File: src/rtl/muldiv_sequencer.sv
// muldiv_sequencer: iterative HI/LO multiply/divide controller.
// One bit per cycle: shift-add multiplier or restoring divider over WIDTH
// iterations, followed by a sign-correction/write-back step.
// Optional build macro MULDIV_ZERO_DETECT_EN: a divide with a zero divisor
// skips the iterations, finishes one edge after start and pulses div_zero.
//
// Handshake: start is a single-cycle request sampled only while busy=0
// (state IDLE); it is ignored otherwise. done pulses for one cycle when HI/LO
// hold the new result, and busy is already low in that cycle, so a new start
// may be presented in the done cycle. stall = busy & hilo_rd (combinational).
module muldiv_sequencer #(
  parameter int WIDTH = 32,
  parameter int CNT_W = 6
) (
  input  logic             clk,
  input  logic             reset,
  input  logic             start,
  input  logic [1:0]       op,
  input  logic [WIDTH-1:0] rs_data,
  input  logic [WIDTH-1:0] rt_data,
  input  logic             hi_we,
  input  logic             lo_we,
  input  logic [WIDTH-1:0] wdata,
  input  logic             hilo_rd,
  output logic [WIDTH-1:0] hi,
  output logic [WIDTH-1:0] lo,
  output logic             busy,
  output logic             done,
  output logic             stall
`ifdef MULDIV_ZERO_DETECT_EN
  ,
  output logic             div_zero
`endif
);

  typedef enum logic [1:0] {
    S_IDLE   = 2'd0,
    S_CALC   = 2'd1,
    S_FINISH = 2'd2
  } state_t;

  state_t               state_q, state_d;
  logic [CNT_W-1:0]     cnt_q, cnt_d;
  // Multiply: {upper partial product, multiplier being shifted out}.
  // Divide:   {remainder, dividend shifting out / quotient shifting in}.
  logic [2*WIDTH-1:0]   acc_q, acc_d;
  logic [WIDTH-1:0]     b_q, b_d;          // multiplicand or divisor magnitude
  logic                 is_div_q, is_div_d;
  logic                 neg_q, neg_d;      // negate product / quotient
  logic                 rem_neg_q, rem_neg_d;
  logic                 zero_q, zero_d;    // zero-divisor shortcut taken
  logic [WIDTH-1:0]     hi_q, hi_d;
  logic [WIDTH-1:0]     lo_q, lo_d;
  logic                 done_q, done_d;

  logic [WIDTH-1:0]     rs_abs, rt_abs;
  logic [WIDTH:0]       mul_sum;
  logic [WIDTH:0]       div_shift;
  logic                 div_ge;
  logic [WIDTH-1:0]     div_rem;
  logic [2*WIDTH-1:0]   prod_fix;
  logic [WIDTH-1:0]     quo_fix, rem_fix;

  // State and datapath registers; reset abandons any operation in flight.
  always_ff @(posedge clk) begin
    if (reset) begin
      state_q   <= S_IDLE;
      cnt_q     <= '0;
      acc_q     <= '0;
      b_q       <= '0;
      is_div_q  <= 1'b0;
      neg_q     <= 1'b0;
      rem_neg_q <= 1'b0;
      zero_q    <= 1'b0;
      hi_q      <= '0;
      lo_q      <= '0;
      done_q    <= 1'b0;
    end else begin
      state_q   <= state_d;
      cnt_q     <= cnt_d;
      acc_q     <= acc_d;
      b_q       <= b_d;
      is_div_q  <= is_div_d;
      neg_q     <= neg_d;
      rem_neg_q <= rem_neg_d;
      zero_q    <= zero_d;
      hi_q      <= hi_d;
      lo_q      <= lo_d;
      done_q    <= done_d;
    end
  end

  // Next-state, iteration datapath and HI/LO write-back.
  always_comb begin
    state_d   = state_q;
    cnt_d     = cnt_q;
    acc_d     = acc_q;
    b_d       = b_q;
    is_div_d  = is_div_q;
    neg_d     = neg_q;
    rem_neg_d = rem_neg_q;
    zero_d    = zero_q;
    hi_d      = hi_q;
    lo_d      = lo_q;
    done_d    = 1'b0;

    // Operand magnitudes; only the signed ops (op[0]=1) take absolute values.
    rs_abs = (op[0] && rs_data[WIDTH-1]) ? -rs_data : rs_data;
    rt_abs = (op[0] && rt_data[WIDTH-1]) ? -rt_data : rt_data;

    // One multiply step: add multiplicand when the current multiplier bit is set.
    mul_sum = {1'b0, acc_q[2*WIDTH-1:WIDTH]} + (acc_q[0] ? {1'b0, b_q} : '0);

    // One restoring divide step; a fitted subtract always yields < divisor.
    div_shift = {acc_q[2*WIDTH-1:WIDTH], acc_q[WIDTH-1]};
    div_ge    = (div_shift >= {1'b0, b_q});
    div_rem   = div_ge ? (div_shift[WIDTH-1:0] - b_q) : div_shift[WIDTH-1:0];

    // Sign correction applied on write-back.
    prod_fix = neg_q ? -acc_q : acc_q;
    quo_fix  = neg_q ? -acc_q[WIDTH-1:0] : acc_q[WIDTH-1:0];
    rem_fix  = rem_neg_q ? -acc_q[2*WIDTH-1:WIDTH] : acc_q[2*WIDTH-1:WIDTH];

    case (state_q)
      S_IDLE: begin
        if (hi_we) hi_d = wdata;
        if (lo_we) lo_d = wdata;
        if (start) begin
          is_div_d  = op[1];
          neg_d     = op[0] & (rs_data[WIDTH-1] ^ rt_data[WIDTH-1]);
          rem_neg_d = op[0] & rs_data[WIDTH-1];
          zero_d    = 1'b0;
          cnt_d     = CNT_W'(WIDTH);
          state_d   = S_CALC;
          if (op[1]) begin
            acc_d = {{WIDTH{1'b0}}, rs_abs};
            b_d   = rt_abs;
          end else begin
            acc_d = {{WIDTH{1'b0}}, rt_abs};
            b_d   = rs_abs;
          end
`ifdef MULDIV_ZERO_DETECT_EN
          if (op[1] && (rt_data == '0)) begin
            // Result is known up front: HI = raw dividend, LO = all ones.
            zero_d  = 1'b1;
            acc_d   = {rs_data, {WIDTH{1'b1}}};
            cnt_d   = '0;
            state_d = S_FINISH;
          end
`endif
        end
      end
      S_CALC: begin
        cnt_d = cnt_q - CNT_W'(1);
        if (is_div_q) acc_d = {div_rem, acc_q[WIDTH-2:0], div_ge};
        else          acc_d = {mul_sum, acc_q[WIDTH-1:1]};
        if (cnt_q == CNT_W'(1)) state_d = S_FINISH;
      end
      S_FINISH: begin
        done_d  = 1'b1;
        state_d = S_IDLE;
        if (zero_q) begin
          hi_d = acc_q[2*WIDTH-1:WIDTH];
          lo_d = acc_q[WIDTH-1:0];
        end else if (is_div_q) begin
          hi_d = rem_fix;
          lo_d = quo_fix;
        end else begin
          hi_d = prod_fix[2*WIDTH-1:WIDTH];
          lo_d = prod_fix[WIDTH-1:0];
        end
      end
      default: state_d = S_IDLE;
    endcase
  end

  assign hi    = hi_q;
  assign lo    = lo_q;
  assign busy  = (state_q != S_IDLE);
  assign done  = done_q;
  assign stall = busy & hilo_rd;
`ifdef MULDIV_ZERO_DETECT_EN
  assign div_zero = done_q & zero_q;
`endif

endmodule

File: config.mk
export PLATFORM = sky130hd
export DESIGN_NAME = muldiv_sequencer
export DESIGN_NICKNAME = d
export VERILOG_FILES = /design/src/rtl/muldiv_sequencer.sv
export SDC_FILE = /design/constraint.sdc
export NUM_CORES = 1
export LEC_CHECK = 0
export CAP_MARGIN = 20
export CORE_ASPECT_RATIO = 1.2
export CORE_MARGIN = 2
export CORE_UTILIZATION = 60
export CTS_CLUSTER_SIZE = 10
export DETAILED_ROUTE_END_ITERATION = 16
export DONT_BUFFER_PORTS = 1
export HOLD_SLACK_MARGIN = 0.05
export PLACE_DENSITY_LB_ADDON = 0.2
export SLEW_MARGIN = 20
export SYNTH_ARGS = -nofsm -noshare
export SYNTH_HDL_FRONTEND = slang
export SYNTH_SLANG_ARGS = --single-unit
File: constraint.sdc
create_clock -name clk -period 7.05 [get_ports clk]
set_clock_uncertainty 0.15 [all_clocks]
set_input_delay 1.41 -clock clk [delete_from_list [all_inputs] [get_ports clk]]
set_output_delay 1.41 -clock clk [all_outputs]
set_load 0.01 [all_outputs]
; Yosys cells after proc, flatten, opt, wreduce, memory -nomap -nowiden
; Index checks and enable logic that the tools add are counted.
[word_totals]
regBits = 172
input_bits = 104
output_inout_bits = 67
word_cells = 65
[op_classes]
addsub = 8
order_cmp = 1
eq_ne = 7
muxes = 24
n_bitwise = 4
n_reduce_logical = 11
[op_table]
columns = operator, count
row1 = 2-to-1 mux 32 bit, 12
row2 = 2-to-1 mux 64 bit, 3
row3 = negation 32 bit, 4
row4 = one-hot mux 32 bit (2 select lines), 2
row5 = one-hot mux 64 bit (2 select lines), 1
row6 = negation 64 bit, 1
row7 = adder 32 x 32 -> 33 bit, 1
row8 = >= comparator 33 x 32 -> 1 bit, 1
row9 = subtractor 32 bit, 1
row10 = one-hot mux 6 bit (2 select lines), 1
row11 = AND reduction 2 bit, 5
row12 = inequality test 2 bit (second input constant), 4
row13 = equality test 6 x 1 -> 1 bit (second input constant), 1
row14 = 2-to-1 mux 6 bit, 1
row15 = nonzero test 2 bit, 3
row16 = subtractor 6 x 1 -> 6 bit (second input constant), 1
row17 = 2-to-1 mux 2 bit, 2
row18 = one-hot mux 2 bit (2 select lines), 1
row19 = bitwise AND 1 bit, 3
row20 = equality test 2 x 1 -> 1 bit (second input constant), 1
row21 = equality test 2 bit (second input constant), 1
row22 = logical AND 1 bit, 2
row23 = logical NOT 2 bit, 1
row24 = 2-to-1 mux 1 bit, 1
row25 = XOR 1 bit, 1

; Depth between registers and ports, before layout
; Gate-level depths: netlist of the first run.
[logic_depth]
word_depth = 5
depth_mapped = 14
mapped_depth_nobuf = 14

; Worst setup path before layout of the first run
; Ideal clock, no wire load.
[synth_path]
path_type = input port to flip-flop
from = input rt_data[5]
to = register acc_q[27]
setup_time_ns = 0.137
arrival_ns = 3.660
required_time_ns = 6.763
path_slack_ns = 3.103
path_stages = 9
path_buffers = 0
path_cell_list = nor4_1 nor4b_1 nor3b_1 nand3_1 o41ai_1 xor2_1 nor2_1 a21oi_1 o221ai_1
[synth_via]
elab_chain_len = 5
[synth_lines]
columns = item, line
row1 = "start, declared", 20  ; input logic [WIDTH-1:0] rt_data,
row2 = negation 32 bit, 109  ; rt_abs = (op[0] && rt_data[WIDTH-1]) ? -rt_data : rt_data;
row3 = 2-to-1 mux 32 bit, 109
row4 = 2-to-1 mux 32 bit, 135  ; if (op[1]) begin
row5 = 2-to-1 mux 64 bit, 128  ; if (start) begin
row6 = one-hot mux 64 bit (2 select lines), 124  ; case (state_q)
row7 = "end signal, assigned", 69  ; acc_q <= '0;
row8 = "end signal, assigned", 81  ; acc_q <= acc_d;
row9 = "end, declared", 46  ; logic [2*WIDTH-1:0] acc_q, acc_d;
; Every way passes these cells. The select of a mux whose other input is x is not followed.
; A chain may end at the register's enable or synchronous reset.

; Worst setup path in the final report of the first run
[layout_path]
from = register acc_q[0]
to = register acc_q[61]
[layout_via]
elab_chain_len = 4
[layout_lines]
columns = item, line
row1 = 2-to-1 mux 32 bit, 112  ; mul_sum = {1'b0, acc_q[2*WIDTH-1:WIDTH]} + (acc_q[0] ? {1'b0, b_q} : '0);
row2 = adder 32 x 32 -> 33 bit, 112
row3 = 2-to-1 mux 64 bit, 155  ; if (is_div_q) acc_d = {div_rem, acc_q[WIDTH-2:0], div_ge};
row4 = one-hot mux 64 bit (2 select lines), 124
; Every way passes these cells.

==> results of run 1 <==
[logic make-up (layout without fill, tap and decap cells)]
logic type | count (synthesis) | after routing | synth area share
AO/OA/AOI/OAI | 647 | 647 | 0.296
XOR/XNOR | 168 | 168 | 0.103
adder cells (fa/ha/maj) | 72 | 72 | 0.0643
buffers and inverters | 197 | 113 | 0.0535
flip-flops | 172 | 172 | 0.242
multiplexers | 49 | 49 | 0.0347
other | 0 | 1 | 0
AND/OR/NAND/NOR | 641 | 641 | 0.206
[state kept, by name (all words and copies together), names as in the netlist]
signal,count
cnt_q,6
done,1
is_div_q,1
state_q,2
acc_q,64
b_q,32
hi,32
neg_q,1
lo,32
rem_neg_q,1
[synthesized netlist by cell type, types with 46 or more instances]
cell,number,area share
a211oi_1,112,0.059
nor2_1,258,0.068
xnor2_1,82,0.050
o21ai_0,110,0.039
ha_1,70,0.061
inv_1,64,0.017
dfxtp_1,172,0.24
a21oi_1,204,0.072
mux2i_1,46,0.032
clkbuf_1,110,0.029
xor2_1,86,0.053
nand2_1,185,0.049
[stage by stage]
stage / cell area (µm²) / setup WS [ns] / std cells / power (mW) / util
floorplan: 14200 / 3.10 / 1946 / 1.82 / -
global placement: 14300 / 2.46 / 2145 / 2.00 / 0.613
detailed placement: 14300 / 2.39 / 2145 / 2.01 / 0.613
CTS: 14900 / 2.71 / 2177 / 3.02 / 0.641
global route: 14900 / 2.43 / 2178 / 3.17 / 0.641
finish: 14900 / 2.69 / 2178 / 3.04 / 0.641
[critical path: cells and delay by family (launching register included)]
family,cells,cell delay (ns)
compound gates,8,2.37
xor+xnor,1,0.21
fa+ha+maj,1,0.35
buf+inv,1,0.51
flops,1,0.38
simple gates,2,0.25
[metal layers]
layer / global-route usage / share of wire
met1: 0.464 / 0.39
met2: 0.613 / 0.48
met5: 0 / 0.00030
met3: 0.0684 / 0.078
met4: 0.189 / 0.054
[report_power, final]
part | internal (mW) | total (mW) | switching (mW)
sequential | 1.05 | 1.17 | 0.121
clock | 0.554 | 1.03 | 0.474
combinational | 0.326 | 0.848 | 0.522
[how the worst max path moves through the flow]
stage,depth (start not counted),slack [ns],endpoint
floorplan,9,3.10,acc_q[27]$_SDFFE_PP0P_
finish,13,2.69,acc_q[61]$_SDFFE_PP0P_
global placement,10,2.46,b_q[27]$_SDFFE_PP0P_
global route,9,2.43,b_q[27]$_SDFFE_PP0P_
CTS,13,2.71,acc_q[62]$_SDFFE_PP0P_
detailed placement,10,2.39,b_q[27]$_SDFFE_PP0P_
[cell type report]
| type | instances | area share |
|---|---|---|
| Multi-Input combinational cell | 1577 | 0.675 |
| Sequential cell | 172 | 0.231 |
| Clock buffer | 18 | 0.0294 |
| Tap cell | 315 | 0.0264 |
| Inverter | 65 | 0.0164 |
| Clock inverter | 14 | 0.0135 |
| Timing Repair Buffer | 16 | 0.00805 |
| Antenna cell | 1 | 0.000168 |
==> results.yml, run 1 <==
logic_synthesis:
  avgSynthCellArea_um2: 7.32
  netlist_area_mm2: 0.0142
  synthFlopType: "dfxtp_1"
  ys_warn_count: 0
  synth-seq-cells: 172
  synth_cell_type_count: 79
  synthArstFlopShare: 0
  synth_cells: 1946
  syn-num-nets: 2122
  synth_seq_area_share: 0.242
  synth_edf_count: 0
run:
  drv_cap: 0
timing:
  fin_tns_setup_ns: 0
  finalHoldViolCount: 0
  finalMaxSlewViolations: 0
  setup_viol: 0
  relSlewSlack: 0.298
  rsz0062_at_grt: "false"
  period_needed_ns: 4.36
  tightestPinTransition_ns: 1.05
  max_freq_mhz: 229
  layout_worst_path_cycle_share: 0.619
  whs_ns: 0.304
worst_hold_path:
  hp-class: "reg -> reg"
  whs_path_depth: 2
  hold_start: "b_q[8]$_SDFFE_PP0P_"
  hold_end: "b_q[8]$_SDFFE_PP0P_"
clock_tree:
  cts_tree: "built"
  cts_made_buffers: 17
  cts_root_buf: "clkbuf_16"
  cts_hold_buffers: 0
  clkLatencyLatePin_ns: 0.46
  cts_sinks: 172
  htreeDepth: 4
  postCtsSetupBuffers: 0
  clkTransAtPathRegs_ns: 0.08
  cts_resized: 0
  clock_path_buffers: 2
setup_path:
  cp-startpoint: "acc_q[0]$_SDFFE_PP0P_"
  crit_required_ns: 7.23
  cp_max_fo: 18
  ff2ff_setup_slack_ns: 2.69
  critPathCaptureType: "flip-flop"
  worstReg2RegEnd: "acc_q[61]$_SDFFE_PP0P_"
  critPathSlowestCell: "o21ai_0"
  ff2ff_path_depth: 13
  cp_cell_sequence: "inv_1 -> nor2_1 -> ha_1 -> nor2b_1 -> o21a_1 -> o21ai_0 -> a211o_1 -> a21oi_1 -> o21ai_0 -> o21ai_0 -> a311oi_1 -> xor2_1 -> o211ai_1"
  cp.arrival_ns: 4.54
  max_stage_delay_ns: 0.64
  path_common_cell: "o21ai_0"
  r2r_start: "acc_q[0]$_SDFFE_PP0P_"
  critPathKind: "reg -> reg"
  crit_path_start_kind: "flip-flop"
layout:
  regArea_mm2: 0.00344
  nets: 2025
  n_fill_cell: 2098
  multi_input_area_mm2: 0.0101
  layout-drive-gt1-share: 0.0435
  layout_commonest_cell: "nor2_1"
  layout_common_cells: "nor2_1 (256), a21oi_1 (204), nand2_1 (184)"
  area_growth_pct: 4.69
floorplan:
  core_mm2: 0.0233
  ios: 171
  initial_utilization: 0.612
  rows: 61
  fp.dieArea_mm2: 0.0250
  chipWidth_um: 145
  die-height_um: 173
power:
  p_leak_nw: 5.62
  peakVddDrop_mv: 0.179
  power_density_mw_per_mm2: 204
placement:
  io_buffer_count: 0
  dp_hpwl_um: 35600
  place.gp.congestion: 0.957
outcome:
  status: "complete, no violations"
drt:
  drt_pass1_iterations: 5
  drtIter0Drc: 1345
  finalWirelength_um: 47200
  viasPerCell: 6.60
  wl_per_cell_um: 21.7
  drc: 0
  via_count: 14400
  antenna_left: 0
grt:
  grt_pass1_vias: 13400
  grt_max_degree: 139
  antenna_found_initial: 2
  grt_pass1_wl_um: 73300
  grt-ovfl-total: 0
  grtUsageTotal: 0.373
(Power assumes the default switching activity.)
==> run 2, diff against run 1 <==
==> constraint.sdc (replaced) <==
create_clock -name clk -period 4.1 [get_ports clk]
set_clock_uncertainty 0.15 [all_clocks]
set_input_delay 0.82 -clock clk [delete_from_list [all_inputs] [get_ports clk]]
set_output_delay 0.82 -clock clk [all_outputs]
set_load 0.01 [all_outputs]
==> results.yml, run 2 (synthesized netlist as in run 1, its figures left out) <==
drt:
  drt_pass1_iterations: 5
  wl_met1_um: 18500
  drc: 0
  finalWirelength_um: 48200
  drtIter0Drc: 1514
  antenna_left: 0
  wl_per_cell_um: 21.8
  wl_met2_um: 22400
  viasPerCell: 6.72
  wl_met3_um: 3950
  top_layer: "met4"
  via_count: 14800
floorplan:
  initial_utilization: 0.612
  fp.dieArea_mm2: 0.0250
  ios: 171
  core_mm2: 0.0233
  rows: 61
  die-height_um: 173
  chipWidth_um: 145
run:
  drv_cap: 0
layout:
  num_antenna_cells: 0
  n_fill_cell: 2069
  layout_commonest_cell: "nor2_1"
  regMostFlops: "acc_q"
  nets: 2056
  area_growth_pct: 6.17
  postLayoutCoreUtil: 0.650
  fin_area_mm2: 0.0151
  layout-drive-gt1-share: 0.0586
  largest_register_ffs: 64
  layout_common_cells: "nor2_1 (257), a21oi_1 (204), nand2_1 (184)"
clock_tree:
  clkTransAtPathRegs_ns: 0.08
  cts_tree: "built"
  cts_resized: 0
  clock_path_buffers: 2
  cts_made_buffers: 17
  clkLatencyLatePin_ns: 0.45
  postCtsSetupBuffers: 0
  cts_hold_buffers: 0
  cts_sinks: 172
  htreeDepth: 4
  cts_root_buf: "clkbuf_16"
placement:
  place_ws_ns: 0.285
  place.gp.congestion: 0.966
  io_buffer_count: 0
  dpl_cell_area_mm2: 0.0145
  dp_hpwl_um: 36300
timing:
  setup_viol: 0
  rsz0062_at_grt: "false"
  tightestPinTransition_ns: 1.04
  fin_tns_setup_ns: 0
  whs_ns: 0.298
  period_needed_ns: 3.82
  max_freq_mhz: 262
  finalMaxSlewViolations: 0
  relSlewSlack: 0.305
  fin_ws_ns: 0.280
  layout_worst_path_cycle_share: 0.932
  finalHoldViolCount: 0
worst_hold_path:
  hp-class: "in -> reg"
setup_path:
  cp.arrival_ns: 3.97
  max_stage_delay_ns: 0.45
  cp_top_family: "compound AO/OA/AOI/OAI gates"
  critPathCaptureType: "flip-flop"
  critPathSlowestCell: "dfxtp_1"
  cp_max_fo: 8
  cp_cell_sequence: "inv_1 -> nor2_1 -> ha_1 -> a2111oi_0 -> o21ai_1 -> a31oi_2 -> o31ai_1 -> o41ai_4 -> nor3_1 -> a2111oi_2 -> xnor2_1 -> a211oi_1 -> o21ai_0"
  crit_path_start_kind: "flip-flop"
  crit_required_ns: 4.25
  cp_num_buf_inv: 1
  critPathKind: "reg -> reg"
power:
  power_density_mw_per_mm2: 345
  peakVddDrop_mv: 0.307
  p_leak_nw: 5.78
outcome:
  status: "complete, no violations"
grt:
  grt_max_degree: 139
  grtUsageTotal: 0.382
  grt-ovfl-total: 0
  grt_pass1_vias: 14000
  antenna_found_initial: 0
  grt_pass1_wl_um: 74900
-- run 2: changes by cell type in the layout (fill, tap and decap cells not counted), sizes merged --
cell      previous run  this run
inv                 69        70
clkinv               7         9
diode                1         0
buf                 16        47
clkinvlp             1         0
bufinv               2         0
-- run 2: layout make-up --
type	count	area, µm²	share of cell area
timing repair buffer	47	365	0.0242
tap	315	394	0.0261
inverter	65	244	0.0161
clock buffer	18	439	0.0290
sequential	172	3440	0.228
clock inverter	14	173	0.0114
multi-input combinational	1577	10100	0.665
-- run 2: worst paths after layout --
check / startpoint / endpoint / slack, ns / cells after the start
worst max-delay path: acc_q[0]$_SDFFE_PP0P_ / acc_q[62]$_SDFFE_PP0P_ / 0.28 / 13
worst min-delay path: reset / hi[11]$_SDFFE_PP0P_ / 0.30 / 1
worst max register to register: acc_q[0]$_SDFFE_PP0P_ / acc_q[62]$_SDFFE_PP0P_ / 0.28 / 13
worst min register to register: b_q[21]$_SDFFE_PP0P_ / b_q[21]$_SDFFE_PP0P_ / 0.30 / 2
-- run 2: report_power, final --
group	internal, mW	leakage (nW)	switching [mW]
sequential	1.80	1.41	0.170
clock	0.843	0.296	0.855
combinational	0.581	4.07	0.976
total	3.22	5.78	2.00
-- run 2: metal layers --
layer | GRT usage | vias to the layer above
li1 | - | 6934
met1 | 0.472 | 6911
met2 | 0.609 | 806
met3 | 0.0695 | 184
met4 | 0.237 | 0
met5 | 0 | -
-- run 2: per-stage QoR --
| step | std cells | power (mW) |
|---|---|---|
| floorplan | 1946 | 3.12 |
| global placement | 2176 | 3.48 |
| detailed placement | 2176 | 3.51 |
| CTS | 2208 | 5.18 |
| global route | 2208 | 5.44 |
| finish | 2208 | 5.22 |
